==> src/rtl/uart_pkg.sv <==
// Shared types and constants for the configurable UART receive path.
package uart_pkg;

    typedef enum logic [2:0] {
        IDLE,
        START,
        DATA,
        PARITY,
        STOP
    } rx_state_t;

    typedef enum logic [1:0] {
        NONE = 2'b00,
        EVEN = 2'b01,
        ODD  = 2'b10
    } parity_mode_t;

    localparam int OVRSMPL_DEF = 16;
    localparam int W_WORD_DATA = 8;

    typedef struct packed {
        logic                   framing;
        logic                   parity;
        logic [W_WORD_DATA-1:0] data;
    } rx_word_t;

endpackage

==> src/rtl/uart_fifo.sv <==
// First-word fall-through receive FIFO; head reads as zero while empty.
module uart_fifo #(
    parameter int WIDTH = 10,
    parameter int DEPTH = 16
) (
    input  logic             clk,
    input  logic             rst,
    input  logic             wr,
    input  logic             rd,
    input  logic [WIDTH-1:0] wdata,
    output logic [WIDTH-1:0] rdata,
    output logic             empty,
    output logic             full,
    output logic             overrun
);
    localparam int AW = $clog2(DEPTH);

    logic [WIDTH-1:0] mem [DEPTH];
    logic [AW:0]      wptr, rptr, wptr_n, rptr_n;
    logic             do_wr, do_rd;

    assign do_rd   = rd & ~empty;
    assign do_wr   = wr & (~full | do_rd);
    assign overrun = wr & full & ~do_rd;
    assign wptr_n  = do_wr ? wptr + (AW+1)'(1) : wptr;
    assign rptr_n  = do_rd ? rptr + (AW+1)'(1) : rptr;
    assign rdata   = empty ? '0 : mem[rptr[AW-1:0]];

    always_ff @(posedge clk) begin
        if (rst) begin
            wptr  <= '0;
            rptr  <= '0;
            empty <= 1'b1;
            full  <= 1'b0;
        end else begin
            wptr  <= wptr_n;
            rptr  <= rptr_n;
            empty <= (wptr_n == rptr_n);
            full  <= (wptr_n[AW] != rptr_n[AW]) &&
                     (wptr_n[AW-1:0] == rptr_n[AW-1:0]);
        end
    end

    always_ff @(posedge clk) begin
        if (do_wr)
            mem[wptr[AW-1:0]] <= wdata;
    end

endmodule

==> src/rtl/uart_rx_cfg.sv <==
// UART receiver with run-time frame format, error tags, overrun and break.
module uart_rx_cfg
    import uart_pkg::*;
#(
    parameter int W_DATA     = 8,
    parameter int W_DVSR     = 16,
    parameter int OVRSMPL    = OVRSMPL_DEF,
    parameter int FIFO_DEPTH = 16
) (
    input  logic              clk,
    input  logic              rst,
    input  logic [W_DVSR-1:0] dvsr,
    input  logic [1:0]        data_bits,
    input  logic [1:0]        parity_mode,
    input  logic              stop_bits,
    input  logic              Rx_din,
    input  logic              rd_uart,
    input  logic              err_clr,
    output logic [W_DATA-1:0] rd_data,
    output logic              Rx_empty,
    output logic              Rx_full,
    output logic              parity_error,
    output logic              framing_error,
    output logic              overrun_error,
    output logic              break_det
);
    localparam int W_S = $clog2(OVRSMPL);
    localparam int W_N = $clog2(W_DATA);
    localparam logic [W_S-1:0] S_MID = W_S'(OVRSMPL/2 - 1);
    localparam logic [W_S-1:0] S_END = W_S'(OVRSMPL - 1);

    logic              rx_m, rx_s;
    logic [W_DVSR-1:0] tcnt;
    logic              tick;
    rx_state_t         state;
    logic [W_S-1:0]    s;
    logic [W_N-1:0]    n, n_last;
    logic [W_DATA-1:0] dat;
    parity_mode_t      pmode;
    logic              stop2, stop_idx;
    logic              acc, zero, perr, ferr;
    logic              brk_wait, push;
    logic [W_DATA+1:0] word, head;
    logic              fifo_ovr;

    assign tick = (tcnt == dvsr);

    always_ff @(posedge clk) begin
        if (rst) begin
            rx_m <= 1'b1;
            rx_s <= 1'b1;
            tcnt <= '0;
        end else begin
            rx_m <= Rx_din;
            rx_s <= rx_m;
            tcnt <= tick ? '0 : tcnt + W_DVSR'(1);
        end
    end

    always_ff @(posedge clk) begin
        if (rst) begin
            state         <= IDLE;
            s             <= '0;
            n             <= '0;
            n_last        <= '0;
            dat           <= '0;
            pmode         <= NONE;
            stop2         <= 1'b0;
            stop_idx      <= 1'b0;
            acc           <= 1'b0;
            zero          <= 1'b0;
            perr          <= 1'b0;
            ferr          <= 1'b0;
            brk_wait      <= 1'b0;
            push          <= 1'b0;
            word          <= '0;
            overrun_error <= 1'b0;
            break_det     <= 1'b0;
        end else begin
            push <= 1'b0;
            // a set event in the same cycle overrides the clear below
            if (err_clr) begin
                overrun_error <= 1'b0;
                break_det     <= 1'b0;
            end
            if (fifo_ovr)
                overrun_error <= 1'b1;
            unique case (state)
                IDLE: begin
                    if (brk_wait) begin
                        if (rx_s)
                            brk_wait <= 1'b0;
                    end else if (!rx_s) begin
                        state <= START;
                        s     <= '0;
                    end
                end
                START: if (tick) begin
                    if (s == S_MID) begin
                        if (!rx_s) begin
                            state  <= DATA;
                            s      <= '0;
                            n      <= '0;
                            n_last <= W_N'(data_bits) + W_N'(4);
                            pmode  <= (parity_mode == 2'b11) ? NONE
                                      : parity_mode_t'(parity_mode);
                            stop2  <= stop_bits;
                            dat    <= '0;
                            acc    <= 1'b0;
                            zero   <= 1'b1;
                            perr   <= 1'b0;
                        end else begin
                            state <= IDLE;
                        end
                    end else begin
                        s <= s + W_S'(1);
                    end
                end
                DATA: if (tick) begin
                    if (s == S_END) begin
                        s      <= '0;
                        dat[n] <= rx_s;
                        acc    <= acc ^ rx_s;
                        zero   <= zero & ~rx_s;
                        if (n == n_last) begin
                            state    <= (pmode == NONE) ? STOP : PARITY;
                            stop_idx <= 1'b0;
                            ferr     <= 1'b0;
                        end else begin
                            n <= n + W_N'(1);
                        end
                    end else begin
                        s <= s + W_S'(1);
                    end
                end
                PARITY: if (tick) begin
                    if (s == S_END) begin
                        s     <= '0;
                        perr  <= (pmode == ODD) ? ~(acc ^ rx_s) : (acc ^ rx_s);
                        zero  <= zero & ~rx_s;
                        state <= STOP;
                    end else begin
                        s <= s + W_S'(1);
                    end
                end
                STOP: if (tick) begin
                    if (s == S_END) begin
                        s <= '0;
                        if (!stop_idx && zero && !rx_s) begin
                            break_det <= 1'b1;
                            brk_wait  <= 1'b1;
                            state     <= IDLE;
                        end else if (stop_idx == stop2) begin
                            push  <= 1'b1;
                            word  <= {ferr | ~rx_s, perr, dat};
                            state <= IDLE;
                        end else begin
                            ferr     <= ferr | ~rx_s;
                            stop_idx <= 1'b1;
                        end
                    end else begin
                        s <= s + W_S'(1);
                    end
                end
                default: state <= IDLE;
            endcase
        end
    end

    uart_fifo #(
        .WIDTH (W_DATA + 2),
        .DEPTH (FIFO_DEPTH)
    ) u_fifo (
        .clk     (clk),
        .rst     (rst),
        .wr      (push),
        .rd      (rd_uart),
        .wdata   (word),
        .rdata   (head),
        .empty   (Rx_empty),
        .full    (Rx_full),
        .overrun (fifo_ovr)
    );

    assign rd_data       = head[W_DATA-1:0];
    assign parity_error  = head[W_DATA];
    assign framing_error = head[W_DATA+1];

endmodule

==> config.mk <==
export PLATFORM = sky130hd
export DESIGN_NAME = uart_rx_cfg
export DESIGN_NICKNAME = d
export VERILOG_FILES = /design/src/rtl/uart_pkg.sv /design/src/rtl/uart_fifo.sv /design/src/rtl/uart_rx_cfg.sv
export SDC_FILE = /design/constraint.sdc
export NUM_CORES = 1
export LEC_CHECK = 0
export ABC_AREA = 1
export CORE_MARGIN = 4
export CORE_UTILIZATION = 50
export CTS_CLUSTER_SIZE = 28
export DETAILED_ROUTE_END_ITERATION = 12
export PLACE_DENSITY = 0.68
export SETUP_SLACK_MARGIN = 0.15
export SYNTH_ARGS = -nofsm -noshare
export SYNTH_HDL_FRONTEND = slang
export SYNTH_SLANG_ARGS = --single-unit
export TNS_END_PERCENT = 10
==> constraint.sdc <==
create_clock -name clk -period 1.9 [get_ports clk]
set_input_delay 0.38 -clock clk [delete_from_list [all_inputs] [get_ports clk]]
set_output_delay 0.38 -clock clk [all_outputs]
set_load 0.02 [all_outputs]
==> reports/results.ini, run 1 <==
[outcome]
outcome = complete, but fails checks
violations_in_the_final_reports = setup timing

[final_layout]
final_cells = 1514
antennaDiodeCount = 0
layout.cells.most_common_list = 194 x sky130_fd_sc_hd__nand2_1, 160 x sky130_fd_sc_hd__nor2_1, 160 x sky130_fd_sc_hd__edfxtp_1
finalCoreUtilization_pct = 65.3
area_growth_syn_to_layout_pct = 28.9
fill_count = 1533
num-nets-final = 1260
mostFrequentLayoutCell = sky130_fd_sc_hd__nand2_1
final_layout_size_suffix_gt1_share_pct = 21.8

[synth]
seq_area_frac_synth_pct = 61.1
synth_enable_flop_cells = 160
synthesis.instances = 1092
largest_family_of_logic_cells_by_synthesized_area = simple AND/OR/NAND/NOR gates
ff_latch_count_synth = 233
yosysWarnings = 0
synth_largest_area_cell = sky130_fd_sc_hd__edfxtp_1
synth_xor_area_share_pct = 1.54
share_of_synthesized_flip_flops_with_an_asynchronous_set_or_reset_pct = 0
yosys-mux-area-fraction_pct = 0
synth_top_flop_cell = sky130_fd_sc_hd__edfxtp_1
post_synthesis_compound_gate_area_fraction_pct = 11.8
share_of_synthesized_cell_area_in_and_or_nand_and_nor_gates_pct = 19.6
synthAdderAreaFrac_pct = 0.976
synth_area_um2 = 10300
synth_fp_nets = 1126
netlist-cell-type-count = 35
synth.area.top_cells = sky130_fd_sc_hd__edfxtp_1 47%, sky130_fd_sc_hd__dfxtp_1 14%, sky130_fd_sc_hd__nand2_1 7.5%
synth_area_per_cell_um2 = 9.39
yosys.area.top_type_share_pct = 46.8

[clocking]
cts.reportedPaths.clkPinSlew_ns = 0.06
clk-insertion-delay-late_ns = 0.52
htree_num_levels = 1
clockRootBuffer = sky130_fd_sc_hd__clkbuf_16
cts-root-to-sink-buffers = 3
tritoncts.num_buffers = 25
cts_tree = done
clock_sink_count = 233

[route]
drc_errors = 0
met3RoutedLength_um = 1540
routed.top_layer = met4
drtAntennaViolNets = 0
detail_route.wirelength_um = 25400
dr.first_iter.drc_count = 560
met1Wirelength_um = 10600
met2_wirelength_um = 12400
drt_pass1_iterations = 5
route.detailed.wl_per_inst_um = 16.8
post_drt_via_cell_ratio = 5.40
vias = 8180

[setup_path]
r2r_cell_count = 9
critical_path.endpoint_type = output pin
timing.critical_path.from = u_fifo.rptr[0]
cp.required_ns = 1.52
rr_startpoint = u_fifo.rptr[0]
worst_setup_start_kind = flip-flop
criticalPathCategory = flip-flop to output pin
critical_path_peak_fanout = 8
worstPathArrival_ns = 2.03
r2r_end = u_fifo.full
reg2reg_setup_slack_ns = 0.13

[floorplan]
die_area_um2 = 22900
floorplan.initialDensity_pct = 50.7
overall_die_width_um = 151
die_height_um = 151
coreArea_um2 = 20200
row_count = 52
ios = 40

[global_route]
grtUsageTotal_pct = 22.1
grt_pass1_vias = 7716
residual_overflow_from_global_routing = 0
grt_antenna_before_repair = 0
grt_start_max_net_pins = 42
grt_first_pass_wirelength_um = 39900

[timing]
setup_ws_ns = -0.515
worst_clock_skew_ns = 0.0211
timing.max_slew.rel_slack_pct = 53.2
rsz0062_at_grt = yes
period_minus_slack_ns = 2.41
tightest_slew_ns = 0.702
timing.hold.ws_ns = 0.408
finalSetupViolations = 10
hold_violations = 0
timing.final.crit_share_pct = 127
setup-tns-final_ns = -4.75
maximum_operating_frequency_ghz = 0.414
final_max_slew_viol_count = 0

[worst_hold_path]
worst_hold_startpoint = rx_m
worst_hold_path.num_cells = 1
timing.hold.worst_endpoint = rx_s
hold_path_class = flip-flop to flip-flop

[power]
power.density_nw_per_um2 = 1020
worst_ir_drop_vdd_uv = 847
power.leakage_nw = 4.82

[place]
place_hpwl_um = 16700
place.detailed.instances = 1459
place_ws_ns = -0.566
port_buffers = 39
place_congestion = 1.00

[job]
cap_viol_max_count = 0

[sequential cells by signal (all words and copies together) (netlist names), 2 cells and up]
signal	flops
dat	8
n	3
state	3
tcnt	16
u_fifo.wptr	5
pmode	2
u_fifo.rptr	5
s	4
word	10
u_fifo.mem	160
n_last	3
[kinds of logic after synthesis]
family | count (synthesis)
AO/OA/AOI/OAI | 212
XOR/XNOR | 18
adder cells (fa/ha/maj) | 8
buffers and inverters | 133
flip-flops | 233
AND/OR/NAND/NOR | 488
[power breakdown]
group | total, mW | leakage (nW) | internal [mW] | switching, mW
sequential | 5.56 | 1.93 | 5.46 | 0.102
combinational | 2.56 | 2.45 | 1.05 | 1.51
clock | 5.36 | 0.442 | 3.44 | 1.92
[how the worst max path moves through the flow]
stage | endpoint | slack [ns]
5_1_grt | rd_data[7] | -0.63
6_report | rd_data[7] | -0.51
2_1_floorplan | u_fifo.mem[11][0] | 0.14
3_3_place_gp | state[1] | -0.50
3_5_place_dp | n[0] | -0.57
4_1_cts | rd_data[2] | -0.52
[synthesized netlist by cell type, types with 13 or more instances]
cell                       count
sky130_fd_sc_hd__nand4_1      17
sky130_fd_sc_hd__o221ai_1     13
sky130_fd_sc_hd__dfxtp_1      73
sky130_fd_sc_hd__nor3_1       19
sky130_fd_sc_hd__inv_1        79
sky130_fd_sc_hd__edfxtp_1    160
sky130_fd_sc_hd__nand2_1     204
sky130_fd_sc_hd__nand3_1      51
sky130_fd_sc_hd__clkbuf_1     44
sky130_fd_sc_hd__a21oi_1      48
sky130_fd_sc_hd__o21ai_0      98
sky130_fd_sc_hd__nor2_1      182
sky130_fd_sc_hd__o22ai_1      27
[area by class of cell]
class	count	area (um2)	area share (%)
inverter	83	324	2.45
clock buffer	30	664	5.02
multi-input combinational	726	3780	28.6
sequential	233	6290	47.6
timing repair inverter	1	11.3	0.0852
clock inverter	15	256	1.94
timing repair buffer	156	1560	11.8
tap	270	338	2.55
[critical path, cell delays in order (launching register included)]
cell,delay (ns)
sky130_fd_sc_hd__dfxtp_4,0.44
sky130_fd_sc_hd__inv_8,0.06
sky130_fd_sc_hd__buf_6,0.14
sky130_fd_sc_hd__o21ai_0,0.23
sky130_fd_sc_hd__o221ai_1,0.18
sky130_fd_sc_hd__o211ai_1,0.16
sky130_fd_sc_hd__a31oi_2,0.13
sky130_fd_sc_hd__buf_4,0.17
[layer usage]
metal	up-vias	track usage, %
met5	-	0
met4	0	7.93
met3	54	3.59
met2	251	37.7
met1	3843	28.5
li1	4032	-
[through the flow]
stage          total power [mW]  instance area (um2)
2_1_floorplan              7.15                10300
4_1_cts                    13.4                12900
5_1_grt                    14.1                13200
3_5_place_dp               8.00                11800
6_report                   13.5                13200
3_3_place_gp               7.97                11800
[timing repair]
action,4_1_cts,5_1_grt
hold endpoints to repair,0,0
setup endpoints to repair,61,90
hold buffers,0,0
setup buffers,3,4
cloned,2,1
pin swaps,19,43
gates resized for setup,104,83
Note: power is estimated with default switching activity, not from simulation.
==> run 2, diff against run 1 <==
--- a/config.mk
+++ b/config.mk
@@ -6,11 +6,10 @@
 export NUM_CORES = 1
 export LEC_CHECK = 0
 export ABC_AREA = 1
-export CORE_MARGIN = 4
-export CORE_UTILIZATION = 50
+export CORE_UTILIZATION = 45
+export CTS_CLUSTER_DIAMETER = 150
 export CTS_CLUSTER_SIZE = 28
 export DETAILED_ROUTE_END_ITERATION = 12
-export PLACE_DENSITY = 0.68
 export SETUP_SLACK_MARGIN = 0.15
 export SYNTH_ARGS = -nofsm -noshare
 export SYNTH_HDL_FRONTEND = slang
==> run 2 against run 1 <==
  * The run still ends with setup timing left
  * Routed wire length is 2.7% lower
  * Clock skew is 0.0061 ns higher
  * Power is 17% lower
  * Combinational power is 5% higher
  * Clock power is 46% lower
  * Die area is 2.3% higher
  * Sequential share of layout area is 2.0 points higher
  * Non-clock buffer count is 6 lower
  * Flip-flop and latch count stayed put
  * Critical path depth stayed put
==> reports/results.ini, run 2 (same netlist as run 1, synthesis figures left out) <==
[route]
routed.top_layer = met4  ; unchanged
met2_wirelength_um = 12500  ; was 12,400 um
route.detailed.wl_per_inst_um = 16.6  ; was 16.8 um
drtAntennaViolNets = 0  ; unchanged
dr.first_iter.drc_count = 394  ; was 560
met1Wirelength_um = 10700  ; was 10,600 um
vias = 7920  ; was 8,180
drc_errors = 0  ; unchanged
detail_route.wirelength_um = 24700  ; was 25,400 um
post_drt_via_cell_ratio = 5.31  ; was 5.40
met3RoutedLength_um = 1100  ; was 1540 um
drt_pass1_iterations = 4  ; was 5

[timing]
timing.final.crit_share_pct = 127  ; about the same
worst_clock_skew_ns = 0.0272  ; was 0.0211 ns
maximum_operating_frequency_ghz = 0.413  ; was 0.414 GHz
timing.hold.ws_ns = 0.418  ; was 0.408 ns
setup_ws_ns = -0.518  ; was -0.515 ns
period_minus_slack_ns = 2.42  ; was 2.41 ns
finalSetupViolations = 10  ; unchanged
rsz0062_at_grt = yes  ; unchanged
final_max_slew_viol_count = 0  ; unchanged
timing.max_slew.rel_slack_pct = 51.2  ; was 53.2%
hold_violations = 0  ; unchanged
tightest_slew_ns = 0.730  ; was 0.702 ns

[clocking]
cts-hold-fix-buffers = 0  ; unchanged
cts_tree = done  ; unchanged
cts.reportedPaths.clkPinSlew_ns = 0.11  ; was 0.06 ns
clk-insertion-delay-late_ns = 0.49  ; was 0.52 ns
htree_num_levels = 1  ; unchanged
tritoncts.num_buffers = 12  ; was 25
clockRootBuffer = sky130_fd_sc_hd__clkbuf_16  ; unchanged
cts-root-to-sink-buffers = 3  ; unchanged
clock_sink_count = 233  ; unchanged

[setup_path]
cp_slowest_stage_delay_ns = 0.47  ; was 0.44 ns
criticalPathCategory = flip-flop to output pin  ; unchanged
critical_path_peak_fanout = 10  ; was 8
worstPathArrival_ns = 2.04  ; was 2.03 ns
path_buf_inv = 3  ; unchanged
crit_path_top_delay_cell = sky130_fd_sc_hd__dfxtp_4  ; unchanged
path_cells = buf_12 > clkbuf_16 > o21ai_0 > o22ai_1 > o211ai_1 > a31oi_2 > buf_4  ; was inv_8 > buf_6 > o21ai_0 > o221ai_1 > o211ai_1 > a31oi_2 > buf_4
cp.required_ns = 1.52  ; about the same
worst_setup_start_kind = flip-flop  ; unchanged
critical-path-top-delay-family = compound AO/OA/AOI/OAI gates  ; unchanged
critical_path.endpoint_type = output pin  ; unchanged

[worst_hold_path]
hold_path_class = flip-flop to flip-flop  ; unchanged

[floorplan]
ios = 40  ; unchanged
row_count = 54  ; was 52
die_area_um2 = 23400  ; was 22,900 um2
coreArea_um2 = 22100  ; was 20,200 um2
floorplan.initialDensity_pct = 46.4  ; was 50.7%
die_height_um = 153  ; was 151 um
overall_die_width_um = 153  ; was 151 um

[final_layout]
final_design_area_no_fill_um2 = 12700  ; was 13,200 um2
finalCoreUtilization_pct = 57.5  ; was 65.3%
antennaDiodeCount = 0  ; unchanged
final_layout_size_suffix_gt1_share_pct = 20.0  ; was 21.8%
num-nets-final = 1240  ; was 1,260
largest_register_ff_count = 160  ; unchanged
mostFrequentLayoutCell = sky130_fd_sc_hd__nand2_1  ; unchanged
area_growth_syn_to_layout_pct = 23.8  ; was 28.9%
layout.cells.most_common_list = 188 x sky130_fd_sc_hd__nand2_1, 167 x sky130_fd_sc_hd__nor2_1, 160 x sky130_fd_sc_hd__edfxtp_1  ; was 194 x sky130_fd_sc_hd__nand2_1, 160 x sky130_fd_sc_hd__nor2_1, 160 x sky130_fd_sc_hd__edfxtp_1

[global_route]
grt_start_max_net_pins = 42  ; unchanged
grtUsageTotal_pct = 21.1  ; was 22.1%
grt_antenna_before_repair = 0  ; unchanged
grt_pass1_vias = 7355  ; was 7,716
grt_first_pass_wirelength_um = 38900  ; was 39,900 um
residual_overflow_from_global_routing = 0  ; unchanged

[place]
port_buffers = 39  ; unchanged
dpl-instance-area_um2 = 11900  ; was 11,800 um2
place_congestion = 0.892  ; was 1.00
place_hpwl_um = 16900  ; was 16,700 um
place_ws_ns = -0.522  ; was -0.566 ns

[outcome]
violations_in_the_final_reports = setup timing  ; unchanged
outcome = complete, but fails checks  ; unchanged

[power]
post-layout-total-power_mw = 11.2  ; was 13.5 mW
power.leakage_nw = 4.58  ; was 4.82 nW
power.density_nw_per_um2 = 880  ; was 1020 nW/um2
worst_ir_drop_vdd_uv = 786  ; was 847 uV

[job]
cap_viol_max_count = 0  ; unchanged

## run 2: cell count changes in the layout (fill, tap and decap cells not counted), moves of 7 or more
cell	change
sky130_fd_sc_hd__bufinv_16	-7
sky130_fd_sc_hd__clkbuf_16	-11
sky130_fd_sc_hd__nor2_1	+7
sky130_fd_sc_hd__nor2_2	-10
sky130_fd_sc_hd__buf_4	-12
## run 2: worst register-to-register path: stages, from the launching register on
cell and delay (ns):
sky130_fd_sc_hd__dfxtp_4 0.47, sky130_fd_sc_hd__buf_6 0.19, sky130_fd_sc_hd__ha_1 0.18, sky130_fd_sc_hd__nand2_1 0.07
sky130_fd_sc_hd__nor2_1 0.11, sky130_fd_sc_hd__xnor2_1 0.18, sky130_fd_sc_hd__xor2_1 0.12, sky130_fd_sc_hd__or2_2 0.28
sky130_fd_sc_hd__nor2_1 0.09
## run 2: worst paths after layout
| path | from | to | slack (ns) | cells after the start |
|---|---|---|---|---|
| setup / recovery | u_fifo.rptr[0] | parity_error | -0.52 | 7 |
| hold / removal | rx_m | rx_s | 0.42 | 1 |
| setup reg to reg | u_fifo.rptr[0] | u_fifo.full | 0.15 | 8 |
| hold reg to reg | rx_m | rx_s | 0.42 | 1 |
## run 2: repair_timing
action	4_1_cts	5_1_grt
pin swaps	16	48
gates cloned	1	2
setup endpoints to repair	41	67
endpoints found under the hold margin	0	0
setup buffers	1	1
resized for setup	91	97
## run 2: where the power goes
part / internal (mW) / total, mW / switching, mW
Sequential: 5.45 / 5.55 / 0.101
Clock: 1.31 / 2.92 / 1.61
Combinational: 1.14 / 2.70 / 1.56
## run 2: metrics by stage
stage | instances | setup TNS (ns)
floorplan | 1092 | 0
global placement | 1467 | -34.26
detailed placement | 1467 | -36.56
CTS | 1489 | -4.85
global route | 1492 | -5.63
finish | 1492 | -4.85
## run 2: cell type report
| type | instances | area (um2) |
|---|---|---|
| Clock buffer | 19 | 348 |
| Fill cell | 1946 | 9390 |
| Clock inverter | 1 | 20.0 |
| Timing Repair Buffer | 150 | 1580 |
| Multi-Input combinational cell | 726 | 3790 |
| Sequential cell | 233 | 6290 |
| Tap cell | 280 | 350 |
| Inverter | 83 | 322 |
## run 2: layer usage
layer  vias to the layer above  global-route usage, %
met1                      3742                   27.3
met5                         -                      0
met4                         0                   4.71
met2                       189                   37.9
met3                        20                   2.44
li1                       3969                      -
